<file path="src/rtl/serial_adder_n.sv">
// rtl/serial_adder_n.sv - bit-serial adder/subtractor, one full-adder slice, LSB first
// Operands shift right through a registered carry; results land in registers on entry to DONE.
module serial_adder_n #(
  parameter int WIDTH = 8
) (
  input  logic             clk,
  input  logic             rst_n,
  input  logic             start,
  input  logic [WIDTH-1:0] a,
  input  logic [WIDTH-1:0] b,
  input  logic             cin,
  input  logic             sub,
  output logic             busy,
  output logic             done,
  output logic [WIDTH-1:0] sum,
  output logic             cout,
  output logic             ovf
);

  localparam int CW = $clog2(WIDTH);

  typedef enum logic [1:0] {IDLE, RUN, DONE} state_t;

  state_t           state_q;
  logic [WIDTH-1:0] a_q, b_q, ps_q, sum_q;
  logic [CW-1:0]    cnt_q;
  logic             c_q, busy_q, done_q, cout_q, ovf_q;
  logic             bit_d, carry_d;
  logic [WIDTH-1:0] ps_d;

  assign bit_d   = a_q[0] ^ b_q[0] ^ c_q;
  assign carry_d = (a_q[0] & b_q[0]) | (a_q[0] & c_q) | (b_q[0] & c_q);
  assign ps_d    = {bit_d, ps_q[WIDTH-1:1]};

  always_ff @(posedge clk or negedge rst_n) begin
    if (!rst_n) begin
      state_q <= IDLE;
      a_q     <= '0;
      b_q     <= '0;
      ps_q    <= '0;
      sum_q   <= '0;
      cnt_q   <= '0;
      c_q     <= 1'b0;
      busy_q  <= 1'b0;
      done_q  <= 1'b0;
      cout_q  <= 1'b0;
      ovf_q   <= 1'b0;
    end else begin
      case (state_q)
        IDLE, DONE: begin
          done_q <= 1'b0;
          if (start) begin
            // Subtract is a + ~b + 1: invert b and force the initial carry.
            a_q     <= a;
            b_q     <= sub ? ~b : b;
            c_q     <= sub | cin;
            cnt_q   <= '0;
            ps_q    <= '0;
            busy_q  <= 1'b1;
            state_q <= RUN;
          end else begin
            state_q <= IDLE;
          end
        end
        RUN: begin
          a_q  <= a_q >> 1;
          b_q  <= b_q >> 1;
          c_q  <= carry_d;
          ps_q <= ps_d;
          if (cnt_q == CW'(WIDTH - 1)) begin
            sum_q   <= ps_d;
            cout_q  <= carry_d;
            ovf_q   <= c_q ^ carry_d;
            busy_q  <= 1'b0;
            done_q  <= 1'b1;
            state_q <= DONE;
          end else begin
            cnt_q <= cnt_q + CW'(1);
          end
        end
        default: state_q <= IDLE;
      endcase
    end
  end

  assign busy = busy_q;
  assign done = done_q;
  assign sum  = sum_q;
  assign cout = cout_q;
  assign ovf  = ovf_q;

endmodule

</file>
<file path="config.mk">
export PLATFORM = sky130hd
export DESIGN_NAME = serial_adder_n
export DESIGN_NICKNAME = d
export VERILOG_FILES = /design/src/rtl/serial_adder_n.sv
export SDC_FILE = /design/constraint.sdc
export NUM_CORES = 1
export LEC_CHECK = 0
export CORE_ASPECT_RATIO = 1.4
export CORE_MARGIN = 2
export CORE_UTILIZATION = 46
export DETAILED_ROUTE_END_ITERATION = 10
export GPL_ROUTABILITY_DRIVEN = 0
export PLACE_DENSITY = 0.72
export SLEW_MARGIN = 10
export SYNTH_ARGS = -nofsm -noshare
export SYNTH_HDL_FRONTEND = slang
export SYNTH_SLANG_ARGS = --single-unit
</file>
<file path="constraint.sdc">
create_clock -name clk -period 1.6 [get_ports clk]
set_input_delay 0.32 -clock clk [delete_from_list [all_inputs] [get_ports clk]]
set_output_delay 0.32 -clock clk [all_outputs]
set_load 0.01 [all_outputs]
</file>
==> impl_results.md, run 1 <==
* Post-CTS Setup Bufs at 0
* Delay-heaviest family, CP: simple AND/OR/NAND/NOR gates
* Std cell rows at 26
* GRT Util Overall at 0.1695
* Hold EP: a_q[4]
* Required time worst endpoint at about 1.8 ns
* Die span in y at approximately 76 um
* Global-route wire length before repair at 5.582 mm
* Count of pins over their slew limit at 0
* Most numerous cell in the Yosys netlist: dfrtp_1
* Finish-stage setup viols at 0
* Minimum clock period at 1.542 ns
* FFs w/ async S/R, synth at 1.000
* Final Hold Viols at 0
* LEAKAGE at roughly 1.1 nW
* Hold_sp: a_q[4]
* Worst Hold Depth at 1
* Power per cell area at between 1500 and 2000 mW/mm^2
* Power, Total at ~0.0041 W
* Sink Count at between 40 and 50
* R2R setup slack at 0.06 ns
* Fmax at 648.4 MHz
* Synthesized net count at ~160
* Rel. slew slack at 0.6837
* DRT antenna net count at 0
* Top cell by count, worst path: ha_1
* CTS max path bufs at 2
* Hold Crit Class: reg2reg
* First DRT Iteration DRCs at 18
* Clk_lat worst skew at between 0.2 and 0.3 ns
* Final setup margin at 0.05769 ns
* Result of the run: complete, no violations
* Worst-margin pin slew at 0.4740 ns
* Synth top area share at 0.5964
* Pin count of the biggest net entering global routing at 42
* Ant diodes at 0
* Root Driver: clkbuf_8
* DRC at 0
* Cells after Synth at ~130
* Final core utilization at 0.6150
* Slowest CP cell: or3b_4
* Num CTS Buffers at 5
* Yosys reg bits at 41
* CP cell instances: ha_1 > ha_1 > or3b_4 > nand3_1 > o21ai_0
* Dpl ws at -0.1126 ns
* Area of the multi-input gates at around 640 sq um
* CTS H-tree lvls at 2
* Grt total ovfl at 0
* Initial DRT Pass Iterations at 4
* Worst Path Max Fanout at 7
* Post-synth EDFFs at 0
* Startpoint Class: flip-flop
* Starting Density at 0.4764
* Ranking of synthesized cells by area: dfrtp_1 (60%), a22o_1 (8.1%), mux2_2 (5.9%), a221o_1 (4.7%), xnor2_1 (4.1%)
* CTS clk-pin slew, worst paths at roughly 0.07 ns
* Top cell type by total area after synthesis: dfrtp_1
* R2r startpoint: cnt_q[0]
* Synth cell count leaders: dfrtp_1 (41), a22o_1 (16), nor2_1 (11)
* Via count at 1168
* CTS tree: built
* Register area share after synthesis at 0.5964
* Synth Flop Type: dfrtp_1
* Yosys warns at 0
* Worst Setup End Kind: flip-flop
* Vias in the first global route at between 1000 and 1500
* Reg area at 0.001026 sq mm
* Number of I/O port buffers at 32
* Routed WL per cell at approximately 15 um
* Arrival time of the worst setup path at 1.70 ns
* Synth cell types at 23
* Mean Syn Cell Area at ~13 sq um
* Layout cell share with drive strength beyond 1 at 0.1471
* Worst flop-to-flop path endpoint: cnt_q[1]
* RSZ-0062 raised after global routing: false
* Critical path class: reg2reg
* Area growth syn-to-layout at 29.09%
* Register-to-Register Path Depth at 5
* DR vias/cell at 5.509
* MaxCap Viol Count at 0
* Worst Path Buf+Inv at 0
* Total routed wirelength at about 3.2 mm
* Peak VDD IR at slightly above 0.001 V
* Cell Area, Synth at approximately 0.0017 sq mm
* Initial antenna violation count at 0
* Skew final at 0.002804 ns
* Full die area at ~0.0043 sq mm
* Core ar. at 0.003611 sq mm
* Detailed placement HPWL at between 2 and 2.5 mm
* Fin crit share at 0.9639
* # fillers at approximately 300
* IO Pins at 33
* Crit-path max cell delay at just over 0.4 ns
* Fin nets at 194
* Die width at 55.69 um
## layout make-up
| type | count | share of cell area |
|---|---|---|
| flip-flops and latches | 41 | 0.4620 |
| inverters | 3 | 0.005070 |
| clock buffers | 7 | 0.03887 |
| repair buffers | 39 | 0.1837 |
| multi-input cells | 80 | 0.2868 |
| well taps | 42 | 0.02366 |
## power by group
group	switching (W)	internal (W)	total, W
Sequential	0.000300	0.00150	0.00180
Combinational	0.000708	0.000965	0.00167
Clock	0.000321	0.000342	0.000663
## routing by layer
metal | routed length, um | vias to the layer above | GRT usage
met3 | 182 | 7 | 0.05093
met4 | 80 | 0 | 0.08780
met5 | 0 | - | 0
met2 | 1625 | 37 | 0.2857
li1 | - | 548 | -
met1 | 1297 | 576 | 0.1909
## cell usage in the layout (no fill, tap or decap), types with 3 or more instances in the layout
cell type and count:
dfrtp_1 41, buf_12 3, a22o_1 16, inv_1 3
buf_4 3, o21ai_0 4, mux2_2 9, nand2_1 4
a221o_1 8, nand3_1 3, a21o_1 7, nor2_1 11
clkdlybuf4s50_1 31, clkbuf_8 6, xnor2_1 8
## what timing repair did
| action | 4_1_cts | 5_1_grt |
|---|---|---|
| resized for setup | 1 | 0 |
| hold buffers | 1 | 0 |
| endpoints found under the setup margin | 1 | 0 |
| hold endpoints to repair | 26 | 0 |
## cells by family (layout without fill, tap and decap cells)
family	Yosys count	after routing	synth area share
buffers and inverters	12	49	0.03491
adder cells (fa/ha/maj)	3	3	0.02618
AO/OA/AOI/OAI	35	35	0.1702
flip-flops	41	41	0.5964
AND/OR/NAND/NOR	24	24	0.06764
XOR/XNOR	9	9	0.04582
multiplexers	9	9	0.05891
## how the worst max path moves through the flow
stage | startpoint | end | slack [ns] | cells after the start
floorplan | cnt_q[0] | cout | 0.04 | 5
global placement | start | ps_q[4] | -0.04 | 5
detailed placement | start | a_q[3] | -0.11 | 5
CTS | cnt_q[0] | cnt_q[1] | 0.06 | 5
global route | cnt_q[0] | cnt_q[1] | 0.001 | 5
finish | cnt_q[0] | cnt_q[1] | 0.06 | 5
## state kept, by name, indices dropped and copies added, names as in the netlist
| signal | cells |
|---|---|
| done | 1 |
| cout | 1 |
| busy | 1 |
| sum | 8 |
| state_q | 2 |
| ps_q | 7 |
| ovf | 1 |
| a_q | 8 |
| cnt_q | 3 |
| c_q | 1 |
| b_q | 8 |
## metrics by stage
step	hold slack, ns	setup TNS, ns	instance area, sq um	std cells
6_report	0.4870	0	2221	212
5_1_grt	0.5053	0	2221	212
4_1_cts	0.4869	0	2221	212
3_5_place_dp	0.3069	-1.399	2122	204
3_3_place_gp	0.3010	-0.4841	2122	204
2_1_floorplan	0.02441	0	1720	133
(Power assumes the default switching activity.)
==> run 2: changes to the inputs <==
Settings changed: CORE_ASPECT_RATIO 1.4 to not set, CTS_BUF_LIST set to sky130_fd_sc_hd__clkbuf_16.
==> run 2 against run 1 <==
The run now ends with setup timing left; register-to-register slack got worse by 0.06 ns; sequential share of layout area decreased by 3.3 points; power increased by 18%; sequential cell count unchanged; count of clock-buffer cells in the layout fell by 2.
==> impl_results.md, run 2 (same netlist as run 1, synthesis figures left out) <==
* CTS max path bufs at 2 (unchanged)
* Fmax at 623.3 MHz (was 648.4 MHz)
* Initial antenna violation count at 0 (unchanged)
* Num CTS Buffers at 5 (unchanged)
* Number of I/O port buffers at 32 (unchanged)
* Layout cell share with drive strength beyond 1 at 0.1850 (was 0.1471)
* Most common cell after layout, fill and taps aside: dfrtp_1 (unchanged)
* Fin crit share at 1.003 (was 0.9639)
* Peak VDD IR at 0.0008790 V (was 0.001006 V)
* Finish-stage setup viols at 2 (was 0)
* Grt total ovfl at 0 (unchanged)
* Worst Path Max Fanout at 5 (was 7)
* DRC at 0 (unchanged)
* Sink Count at 41 (unchanged)
* Worst-margin pin slew at 0.5395 ns (was 0.4740 ns)
* IO Pins at 33 (unchanged)
* Violated checks: setup timing
* Rel. slew slack at 0.6403 (was 0.6837)
* Startpoint Class: flip-flop (unchanged)
* Hold-fix buffers, CTS at 0 (was 1)
* Ant diodes at 0 (unchanged)
* Critical path class: reg2reg (unchanged)
* Arrival time of the worst setup path at 1.77 ns (was 1.70 ns)
* Std cell rows at 22 (was 26)
* Full die area at 0.004245 sq mm (was 0.004252 sq mm)
* Register-to-Register Path Depth at 5 (unchanged)
* Final Hold Viols at 0 (unchanged)
* Clk_lat worst skew at 0.28 ns (about the same)
* Area growth syn-to-layout at 38.98% (was 29.09%)
* Via count at 1196 (was 1168)
* CTS tree: built (unchanged)
* Hold Crit Class: in2async (was reg2reg)
* DRT antenna net count at 0 (unchanged)
* Final setup margin at -0.004401 ns (was 0.05769 ns)
* DR vias/cell at 5.412 (was 5.509)
* Die width at 65.16 um (was 55.69 um)
* R2R setup slack at -0.004 ns (was 0.06 ns)
* Total routed wirelength at 3.346 mm (was 3.185 mm)
* Initial DRT Pass Iterations at 4 (unchanged)
* Fin nets at 196 (was 194)
* CTS H-tree lvls at 2 (unchanged)
* LEAKAGE at 1.148 nW (was 1.050 nW)
* First DRT Iteration DRCs at 65 (was 18)
* Detailed placement HPWL at 2.158 mm (was 2.303 mm)
* Starting Density at 0.4735 (was 0.4764)
* Die span in y at 65.16 um (was 76.36 um)
* Most frequent cells in the layout: dfrtp_1 (41), clkdlybuf4s50_1 (31), a22o_1 (16) (unchanged)
* R2r startpoint: cnt_q[1] (was cnt_q[0])
* Placed insts at 210 (was 204)
* Core ar. at 0.003633 sq mm (was 0.003611 sq mm)
* Count of pins over their slew limit at 0 (unchanged)
* Routed WL per cell at 15.14 um (was 15.02 um)
* Fin cells at 221 (was 212)
* GRT Util Overall at 0.1742 (was 0.1695)
* Dpl ws at -0.3406 ns (was -0.1126 ns)
* Result of the run: finished, violations left (was complete, no violations)
* Pin count of the biggest net entering global routing at 27 (was 42)
* Worst Setup End Kind: flip-flop (unchanged)
* Skew final at 0.004964 ns (was 0.002804 ns)
* Root Driver: clkbuf_16 (was clkbuf_8)
* CTS clk-pin slew, worst paths at 0.06 ns (was 0.07 ns)
* Required time worst endpoint at 1.77 ns (was 1.76 ns)
* Power per cell area at 2038 mW/mm^2 (was 1861 mW/mm^2)
* RSZ-0062 raised after global routing: true (was false)
* MaxCap Viol Count at 0 (unchanged)
* Vias in the first global route at 1178 (was 1233)
* Minimum clock period at 1.604 ns (was 1.542 ns)
* Worst flop-to-flop path endpoint: cout (was cnt_q[1])
* Global-route wire length before repair at 5.361 mm (was 5.582 mm)
## run 2: cell types whose count changed in the layout (fill, tap and decap cells not counted), sizes merged
| cell | before | now |
|---|---|---|
| buf | 7 | 9 |
| bufinv | 0 | 2 |
| clkbuf | 7 | 6 |
| clkinv | 0 | 1 |
| dlygate4sd3 | 1 | 0 |
## run 2: critical path, cell delays in order (launching register included)
cell and delay (ns):
dfrtp_1 0.38, ha_2 0.20, ha_4 0.15, nand3b_1 0.25, clkbuf_16 0.22, mux2_4 0.29
## run 2: layout make-up
type                    instances  area, sq um
repair buffers                 41        412.9
inverters                       3        11.26
flip-flops and latches         41         1026
multi-input cells              80        690.7
well taps                      48        60.06
clock buffers                   5        125.1
clock inverters                 3        65.06
fillers                       288         1242
## run 2: per-stage QoR
| stage | hold slack (ns) | cell area, sq um | TNS [ns] | power [W] | util |
|---|---|---|---|---|---|
| CTS | 0.02647 | 2300 | 0 | 0.004688 | 0.6329 |
| global route | 0.04710 | 2391 | -0.2776 | 0.005194 | 0.6581 |
| floorplan | 0.02441 | 1720 | 0 | 0.002834 | - |
| finish | 0.01545 | 2391 | -0.004859 | 0.004873 | 0.6581 |
| detailed placement | 0.3313 | 2105 | -7.121 | 0.003386 | 0.5792 |
| global placement | 0.3227 | 2105 | -6.261 | 0.003279 | 0.5792 |
## run 2: how the worst max path moves through the flow
stage / from / end / cells past startpoint
2_1_floorplan: cnt_q[0] / cout / 5
3_3_place_gp: start / b_q[0] / 4
3_5_place_dp: start / b_q[5] / 4
4_1_cts: cnt_q[0] / sum[1] / 5
5_1_grt: cnt_q[1] / cout / 5
6_report: cnt_q[1] / cout / 5
## run 2: per-layer routing
| metal | wire [um] | GRT usage | share of wire |
|---|---|---|---|
| met1 | 1421 | 0.2115 | 0.42 |
| met3 | 190 | 0.06164 | 0.057 |
| met4 | 50 | 0.09115 | 0.015 |
| met5 | 0 | 0 | 0 |
| met2 | 1684 | 0.2745 | 0.50 |
## run 2: timing repair
action	4_1_cts	5_1_grt
endpoints found under the setup margin	9	12
cloned	0	1
buffers inserted	0	2
resized for setup	1	13
pin swaps	0	1
## run 2: where the power goes
part | switching, W | internal, W
clock network | 0.000401 | 0.000890
registers | 0.000310 | 0.00150
logic | 0.000733 | 0.00104
total | 0.00145 | 0.00343
